===== config.mk =====
export PLATFORM = sky130hd
export DESIGN_NAME = mac_tx_frame
export DESIGN_NICKNAME = d
export VERILOG_FILES = /design/src/rtl/mac_tx_pkg.sv /design/src/rtl/crc32_dibit.sv /design/src/rtl/mac_tx_frame.sv
export SDC_FILE = /design/constraint.sdc
export NUM_CORES = 1
export LEC_CHECK = 0
export BUFFER_PORTS_ARGS = -buffer_cell sky130_fd_sc_hd__buf_2
export CORE_UTILIZATION = 53
export CTS_CLUSTER_DIAMETER = 100
export DETAILED_ROUTE_END_ITERATION = 10
export PLACE_DENSITY_LB_ADDON = 0.2
export SLEW_MARGIN = 20
export SYNTH_ARGS = -nofsm -noshare
export SYNTH_HDL_FRONTEND = slang
export SYNTH_SLANG_ARGS = --single-unit

===== constraint.sdc =====
create_clock -name clk -period 7 [get_ports clk]
set_clock_uncertainty 0.2 [all_clocks]
set_input_delay 1.75 -clock clk [delete_from_list [all_inputs] [get_ports clk]]
set_output_delay 1.75 -clock clk [all_outputs]
set_load 0.03 [all_outputs]

===== src/rtl/mac_tx_pkg.sv =====
// mac_tx_pkg: frame states, Ethernet framing constants and a CRC32 bit step for the RMII transmitter
package mac_tx_pkg;
  typedef enum logic [2:0] {IDLE, PREAMBLE, SFD, HEADER, PAYLOAD, PAD, FCS, IFG} mac_tx_state_t;
  localparam int PREAMBLE_DIBITS = 28;
  localparam logic [7:0] PREAMBLE_BYTE = 8'h55;
  localparam logic [7:0] SFD_BYTE = 8'hD5;
  localparam int MIN_PAYLOAD_BYTES = 46;
  localparam int HEADER_BYTES = 14;
  localparam int FCS_BYTES = 4;
  localparam logic [31:0] CRC32_POLY_REFLECTED = 32'hEDB8_8320;
  localparam logic [31:0] CRC32_INIT = 32'hFFFF_FFFF;
  function automatic logic [31:0] crc32_bit(input logic [31:0] c, input logic b);
    return (c >> 1) ^ (CRC32_POLY_REFLECTED & {32{c[0] ^ b}});
  endfunction
endpackage


===== src/rtl/crc32_dibit.sv =====
// crc32_dibit: reflected CRC32 register advanced two bits per clock, dibit[0] first
module crc32_dibit
  import mac_tx_pkg::*;
(
  input  logic        clk,
  input  logic        rst_n,
  input  logic        clear,
  input  logic        en,
  input  logic [1:0]  dibit,
  output logic [31:0] crc
);
  always_ff @(posedge clk or negedge rst_n) begin
    if (!rst_n) crc <= CRC32_INIT;
    else if (clear) crc <= CRC32_INIT;
    else if (en) crc <= crc32_bit(crc32_bit(crc, dibit[0]), dibit[1]);
  end
endmodule


===== src/rtl/mac_tx_frame.sv =====
// mac_tx_frame: serialises one Ethernet II frame per start onto RMII TX, then holds the inter-frame gap
module mac_tx_frame
  import mac_tx_pkg::*;
#(
  parameter int          DATA_WIDTH = 16,
  parameter logic [47:0] DST_MAC    = 48'hFFFF_FFFF_FFFF,
  parameter logic [47:0] SRC_MAC    = 48'h0000_0000_0000,
  parameter logic [15:0] ETHERTYPE  = 16'h1234,
  parameter int          IFG_CYCLES = 48
)(
  input  logic                  clk,
  input  logic                  rst_n,
  input  logic [DATA_WIDTH-1:0] data,
  input  logic                  start,
  output logic                  txen,
  output logic [1:0]            txd,
  output logic                  busy,
  output logic                  done
);
  localparam int PAYLOAD_BYTES = DATA_WIDTH / 8;
  localparam int PAD_BYTES = PAYLOAD_BYTES < MIN_PAYLOAD_BYTES ? MIN_PAYLOAD_BYTES - PAYLOAD_BYTES : 0;
  localparam logic [8*HEADER_BYTES-1:0] HDR = {DST_MAC, SRC_MAC, ETHERTYPE};
  mac_tx_state_t state, ns;
  logic [15:0] cnt, nc, last;
  logic [1:0] dib, nd;
  logic [5:0] dibs;
  logic [7:0] nbyte;
  logic [DATA_WIDTH-1:0] shreg;
  logic [31:0] crc;
  logic tx_act, accept, cov;
  assign accept = state == IDLE && start;
  assign tx_act = state != IDLE && state != IFG;
  assign last = state == PREAMBLE ? 16'(PREAMBLE_DIBITS / 4 - 1) :
                state == HEADER   ? 16'(HEADER_BYTES - 1) :
                state == PAYLOAD  ? 16'(PAYLOAD_BYTES - 1) :
                state == PAD      ? 16'(PAD_BYTES - 1) :
                state == FCS      ? 16'(FCS_BYTES - 1) : 16'd0;
  assign ns = (!tx_act || cnt != last) ? state :
              state == PREAMBLE ? SFD :
              state == SFD      ? HEADER :
              state == HEADER   ? PAYLOAD :
              state == FCS      ? IFG :
              (state == PAYLOAD && PAD_BYTES > 0) ? PAD : FCS;
  assign nc = cnt == last ? 16'd0 : cnt + 16'd1;
  // the byte loaded next is chosen by the position it belongs to; FCS reads the finished CRC
  assign nbyte = ns == PREAMBLE ? PREAMBLE_BYTE :
                 ns == SFD      ? SFD_BYTE :
                 ns == HEADER   ? 8'(HDR >> {4'(HEADER_BYTES - 1) - nc[3:0], 3'b000}) :
                 ns == PAYLOAD  ? shreg[DATA_WIDTH-1 -: 8] :
                 ns == FCS      ? 8'(~crc >> {nc[1:0], 3'b000}) : 8'h00;
  assign nd = dib == 2'd3 ? nbyte[1:0] : dibs[1:0];
  // the CRC absorbs each dibit on the same edge it is registered onto txd
  assign cov = (dib == 2'd3 ? ns : state) inside {HEADER, PAYLOAD, PAD};
  crc32_dibit u_crc (
    .clk(clk),
    .rst_n(rst_n),
    .clear(accept),
    .en(tx_act && cov),
    .dibit(nd),
    .crc(crc)
  );
  always_ff @(posedge clk or negedge rst_n) begin
    if (!rst_n) begin
      state <= IDLE;
      cnt <= '0;
      dib <= '0;
      dibs <= '0;
      shreg <= '0;
      txen <= 1'b0;
      txd <= 2'b00;
      busy <= 1'b0;
      done <= 1'b0;
    end else if (state == IDLE) begin
      busy <= start;
      txen <= start;
      txd <= start ? PREAMBLE_BYTE[1:0] : 2'b00;
      done <= 1'b0;
      if (start) begin
        state <= PREAMBLE;
        cnt <= '0;
        dib <= '0;
        dibs <= PREAMBLE_BYTE[7:2];
        shreg <= data;
      end
    end else if (state == IFG) begin
      done <= 1'b0;
      cnt <= cnt + 16'd1;
      if (cnt == 16'(IFG_CYCLES - 1)) begin
        state <= IDLE;
        busy <= start;
      end
    end else begin
      dib <= dib + 2'd1;
      txd <= nd;
      dibs <= dib == 2'd3 ? nbyte[7:2] : dibs >> 2;
      if (dib == 2'd3) begin
        state <= ns;
        cnt <= nc;
        if (ns == PAYLOAD) shreg <= shreg << 8;
        if (ns == IFG) begin
          txen <= 1'b0;
          done <= 1'b1;
        end
      end
    end
  end
endmodule

=== Word level (Yosys, flattened, before mapping) ===
Index checks and enable logic that the tools add are counted.

* Flip-flop bits (word level): 80
* Output and inout port bits: 5
* Logic and storage cells: 122

* Add/sub/neg operators: 3
* Equal/unequal tests: 24
* Shift operators: 2
* Multiplexer cells: 55
* Bitwise operators: 5
* Reductions and logical operators: 23

{| class="wikitable"
|+ Operators with widths
! cell !! number
|-
| $mux 16 || 10
|-
| $shr 112x7->8 const A || 1
|-
| $mux 32 || 2
|-
| $xor 31x32->32 || 2
|-
| $mux 6 || 8
|-
| $mux 8 || 5
|-
| $not 32->32 || 1
|-
| $shr 32x5->8 || 1
|-
| $eq 3x3->1 const B || 9
|-
| $mux 3 || 8
|-
| $mux 2 || 10
|-
| $add 16x1->16 const B || 1
|-
| $eq 16x6->1 || 1
|-
| $eq 16x6->1 const B || 1
|-
| $ne 16x6->1 || 1
|-
| $eq 3x2->1 const B || 5
|-
| $mux 1 || 12
|-
| $reduce_bool 2->1 || 6
|-
| $reduce_bool 3->1 || 4
|-
| $reduce_and 2->1 || 5
|-
| $eq 3x1->1 const B || 2
|-
| $ne 2x2->1 const B || 2
|-
| $reduce_and 4->1 || 1
|-
| $sub 4x4->4 const A || 1
|-
| other kinds (10) || 13
|}

=== Depth between registers and ports, before layout ===
* Depth after elaboration: 22
* Depth in mapped cells: 22
* Gate-level depth less buffers: 18

=== By module ===
From an unflattened synthesis, not the netlist that was laid out.

* Cell total of the unflattened synthesis: 567
* Area total of the unflattened synthesis: 5318.9 sq um

{| class="wikitable"
|+ Modules (own cells, without submodules)
! module !! times used !! cells an instance !! area each (sq um)
|-
| mac_tx_frame || 1 || 437 || 3657.3
|-
| crc32_dibit || 1 || 130 || 1661.6
|}

=== Worst setup path after synthesis ===
Ideal clock, no wire load.

* Path type: reg2reg
* Start point: register state[2]
* End point: register u_crc.crc[20]
* Setup time: 73 ps
* Arrival time: 3998 ps
* Path slack: 2729 ps
* Cell stages (with the launch flop): 23
* Path buffers: 4
* Period minus slack after synthesis: 4271 ps
* Path through: dfrtp_1 -> buf_6 -> buf_6 -> nand4b_1 -> o211ai_2 -> a211o_2 -> nand2_1 -> clkbuf_1 -> nand2_1 -> inv_1 -> ha_1 -> inv_1 -> ha_1 -> or2_2 -> a31oi_1 -> nor2_1 -> o21ai_0 -> nand2_1 -> a211oi_1 -> nand3b_1 -> buf_2 -> xor3_1 -> a21oi_1

* Cells in the longest elaborated chain, start to end: 21
* Elaborated cells between the ends (all ways): 54
* Those cells by class: add/sub (1); eq/ne (17); shift (2); mux (21); bitwise (4); reduce/logical (9)

{| class="wikitable"
|+ Ends and longest elaborated chain
! what !! RTL line !! text
|-
| start: declaration || mac_tx_frame.sv:23 || <nowiki>mac_tx_state_t state, ns;</nowiki>
|-
| start signal: assignment || mac_tx_frame.sv:97 || <nowiki>state <= ns;</nowiki>
|-
| branches (longest 21 deep; another with $sub 4x4->4) || - ||
|-
| end signal: assignment || crc32_dibit.sv:15 || <nowiki>else if (en) crc <= crc32_bit(crc32_bit(crc, dibit[0]), dibit[1]);</nowiki>
|-
| end: declaration || crc32_dibit.sv:10 || <nowiki>output logic [31:0] crc</nowiki>
|}

Several ways; the timed one is not identified. The select of a mux whose other input is x is not followed.
A chain may end at the register's enable or synchronous reset.

=== Final worst setup path ===
* Start point: register state[2]
* End point: register u_crc.crc[26]

The elaborated chain is that of the path after synthesis.

==> impl_metrics.json <==
{
  "status": "finished clean",
  "insertion_delay_ps": 360,
  "hold_viol": 0,
  "antenna_found_initial": 0,
  "overflow": 0,
  "avgSynthCellArea_sq_um": 8.92,
  "yosysTopAreaCellShare": 0.235,
  "synthTopCellsByArea": "dfrtp_1, dfstp_2, nand2_1, o21ai_0, a21oi_1",
  "vias_per_cell": 6.09,
  "critPathCaptureType": "register",
  "rows": 35,
  "start_kind": "register",
  "io_buffers": 23,
  "peakVddDrop_mv": 0.224,
  "p_leak_nw": 2.28,
  "slew_headroom": 0.283,
  "slowest_delay_ps": 1060,
  "die_height_um": 100,
  "critPathArrivalTime_ps": 5840,
  "met3_usage": 0.0467,
  "power.density_mw_per_mm2": 486,
  "hpwl_um": 8250,
  "yosys_register_bits": 80,
  "synth_edf_count": 0,
  "ios": 24,
  "vias": 4301,
  "cts-buffers-inserted": 9,
  "grt_pass1_vias": 4056,
  "worst_slack_ps": 1250,
  "grt_max_degree": 81,
  "ys_seq_area_frac": 0.399,
  "place_congestion": 0.922,
  "ctsResizeCount": 0,
  "post_cts_buffers": 0,
  "syn_area_sq_mm": 0.00512,
  "dpl_cell_area_sq_mm": 0.00525,
  "drt_wl_total_um": 12100,
  "core_area_sq_mm": 0.00928,
  "setup_violations": 0,
  "slew_viol_final": 0,
  "numClockSinks": 80,
  "synth_ff_type": "dfrtp_1",
  "stdcell_area_sq_mm": 0.00544,
  "cts_hold_buf": 0,
  "place_ws_ps": 1330,
  "start_util": 0.551,
  "cp_max_fo": 36,
  "dr.pass1.iters": 5,
  "drive_gt1_frac": 0.173,
  "route.detailed.drc": 0,
  "cts_tree": "yes",
  "top_usage_layer": "met2",
  "period_share": 0.822,
  "cp_cell_sequence": "a21boi_1 > nor3_1 > o221a_2 > nand2_1 > nand2_1 > inv_1 > ha_1 > inv_1 > ha_1 > or2_2 > a31oi_1 > nor2_1 > o21ai_0 > a21oi_1 > a311oi_1 > nand3b_1 > xor3_1 > a21oi_1",
  "syn_nets": 597,
  "slowest_stage": "dfrtp_1",
  "grt_use_met1": 0.359,
  "fin_tns_setup_ps": 0,
  "die_w_um": 100,
  "num_antenna_cells": 0,
  "ys_types": 77,
  "grt_pass1_wl_um": 20200,
  "htree_levels": 3,
  "required_ps": 7090,
  "fmax_mhz": 174,
  "avgRoutedWirePerCell_um": 17.2,
  "rsz0062_at_grt": "no",
  "grt_usage": 0.257,
  "cts-root-buf": "clkbuf_8",
  "yosys_warnings": 0,
  "min_path_type": "register to register",
  "nFillCells": 864,
  "maxCapViolCount": 0,
  "synth_cells": 574,
  "worst_slew_pin_slew_ps": 1080,
  "async_flop_share": 1.00,
  "path_clk_slew_ps": 80,
  "path_class": "register to register",
  "layout.nets": 595,
  "synth_largest_area_cell": "dfrtp_1",
  "clock_path_buffers": 2,
  "period_needed_ps": 5750,
  "drtIter0Drc": 250,
  "die_area_sq_mm": 0.0101,
  "grt_use_met2": 0.395,
  "drtAntennaViolNets": 0,
  "syn2layout_area_growth_pct": 6.16
}
## per-stage QoR
stage	total power, W	util	hold slack (ps)	std cells
floorplan	0.00203	-	240	574
global placement	0.00227	0.566	250	690
detailed placement	0.00232	0.566	258	690
CTS	0.00264	0.585	270	706
global route	0.00285	0.585	284	706
finish	0.00264	0.585	272	706
## critical path, delay by kind of cell (launching register included)
family / cells / cell delay (ps)
compound gates: 7 / 1450
flops: 1 / 1060
xor+xnor: 1 / 420
buf+inv: 2 / 130
simple gates: 6 / 1990
fa+ha+maj: 2 / 440
## flip-flops by register name (all words and copies together) (netlist names)
register / flops
busy: 1
shreg: 16
dibs: 6
txen: 1
txd: 2
dib: 2
state: 3
done: 1
cnt: 16
u_crc.crc: 32
## layout make-up
cell class | instances | area, sq um | area share
Timing Repair Buffer | 31 | 181 | 0.0334
Multi-Input combinational cell | 437 | 2820 | 0.519
Clock inverter | 6 | 42.5 | 0.00783
Clock buffer | 10 | 138 | 0.0253
Sequential cell | 80 | 2040 | 0.376
Tap cell | 129 | 161 | 0.0297
Inverter | 13 | 48.8 | 0.00898
## cells in the final DEF (no fill, tap or decap), types with 3 or more instances in the layout
| cell | instances |
|---|---|
| o21ai_1 | 3 |
| dfstp_2 | 32 |
| inv_1 | 12 |
| nand4b_1 | 4 |
| nand3b_1 | 4 |
| nand4_1 | 5 |
| a21oi_1 | 44 |
| a21boi_0 | 3 |
| clkbuf_8 | 10 |
| xor2_1 | 17 |
| nand2_1 | 77 |
| o31ai_1 | 4 |
| o21ai_0 | 49 |
| nor3_1 | 31 |
| nor2_1 | 39 |
| nor2b_1 | 8 |
| a211oi_1 | 5 |
| a22o_1 | 11 |
| nand2b_1 | 4 |
| and3_1 | 6 |
| buf_4 | 8 |
| a22oi_1 | 3 |
| mux2i_1 | 16 |
| ha_1 | 4 |
| or2_2 | 3 |
| a31oi_1 | 10 |
| xnor2_1 | 9 |
| o211ai_1 | 3 |
| xor3_1 | 5 |
| o221ai_1 | 3 |
| nand3_1 | 13 |
| dfrtp_1 | 48 |
| buf_2 | 22 |
## power by group
group / internal, W / switching [W] / leakage [nW]
Clock: 0.000139 / 0.000176 / 0.0903
Combinational: 0.000613 / 0.000839 / 1.22
Sequential: 0.000684 / 0.000191 / 0.965
Total: 0.00144 / 0.00121 / 2.28
## final timing paths
path / startpoint / endpoint / slack (ps) / cells past startpoint
setup / recovery: state[2] / u_crc.crc[26] / 1250 / 18
hold / removal: u_crc.crc[8] / u_crc.crc[6] / 270 / 2
setup reg to reg: state[2] / u_crc.crc[26] / 1250 / 18
hold reg to reg: u_crc.crc[8] / u_crc.crc[6] / 270 / 2
max in group asynchronous: rst_n / cnt[11] / 4860 / 1
min in group asynchronous: rst_n / state[2] / 1180 / 1
## cells in the mapped netlist (5+ instances only)
master and number:
dfstp_2 32, xor2_1 17, clkbuf_1 24, nor2_1 39
nor2b_1 8, and3_1 6, nand3_1 13, inv_1 12
nand2_1 77, nor3_1 31, a211oi_1 5, buf_1 8
a22o_1 11, a31oi_1 10, dfrtp_1 48, mux2i_1 16
xnor2_1 9, nand4_1 5, buf_2 7, o21ai_0 49
a21oi_1 44, xor3_1 5
## cells by family (layout without fill, tap and decap cells)
logic type	Yosys count	after routing	synth area share
compound gates	173	173	0.229
simple gates	208	208	0.195
buf+inv	57	60	0.0501
mux	19	19	0.0401
xor+xnor	33	33	0.0775
flops	80	80	0.399
fa+ha+maj	4	4	0.00978
## layer usage
layer / up-vias / part of all wire
met5: - / 0
met3: 24 / 0.050
met1: 2080 / 0.46
li1: 2069 / -
met2: 128 / 0.47
met4: 0 / 0.024
(Power assumes the default switching activity.)
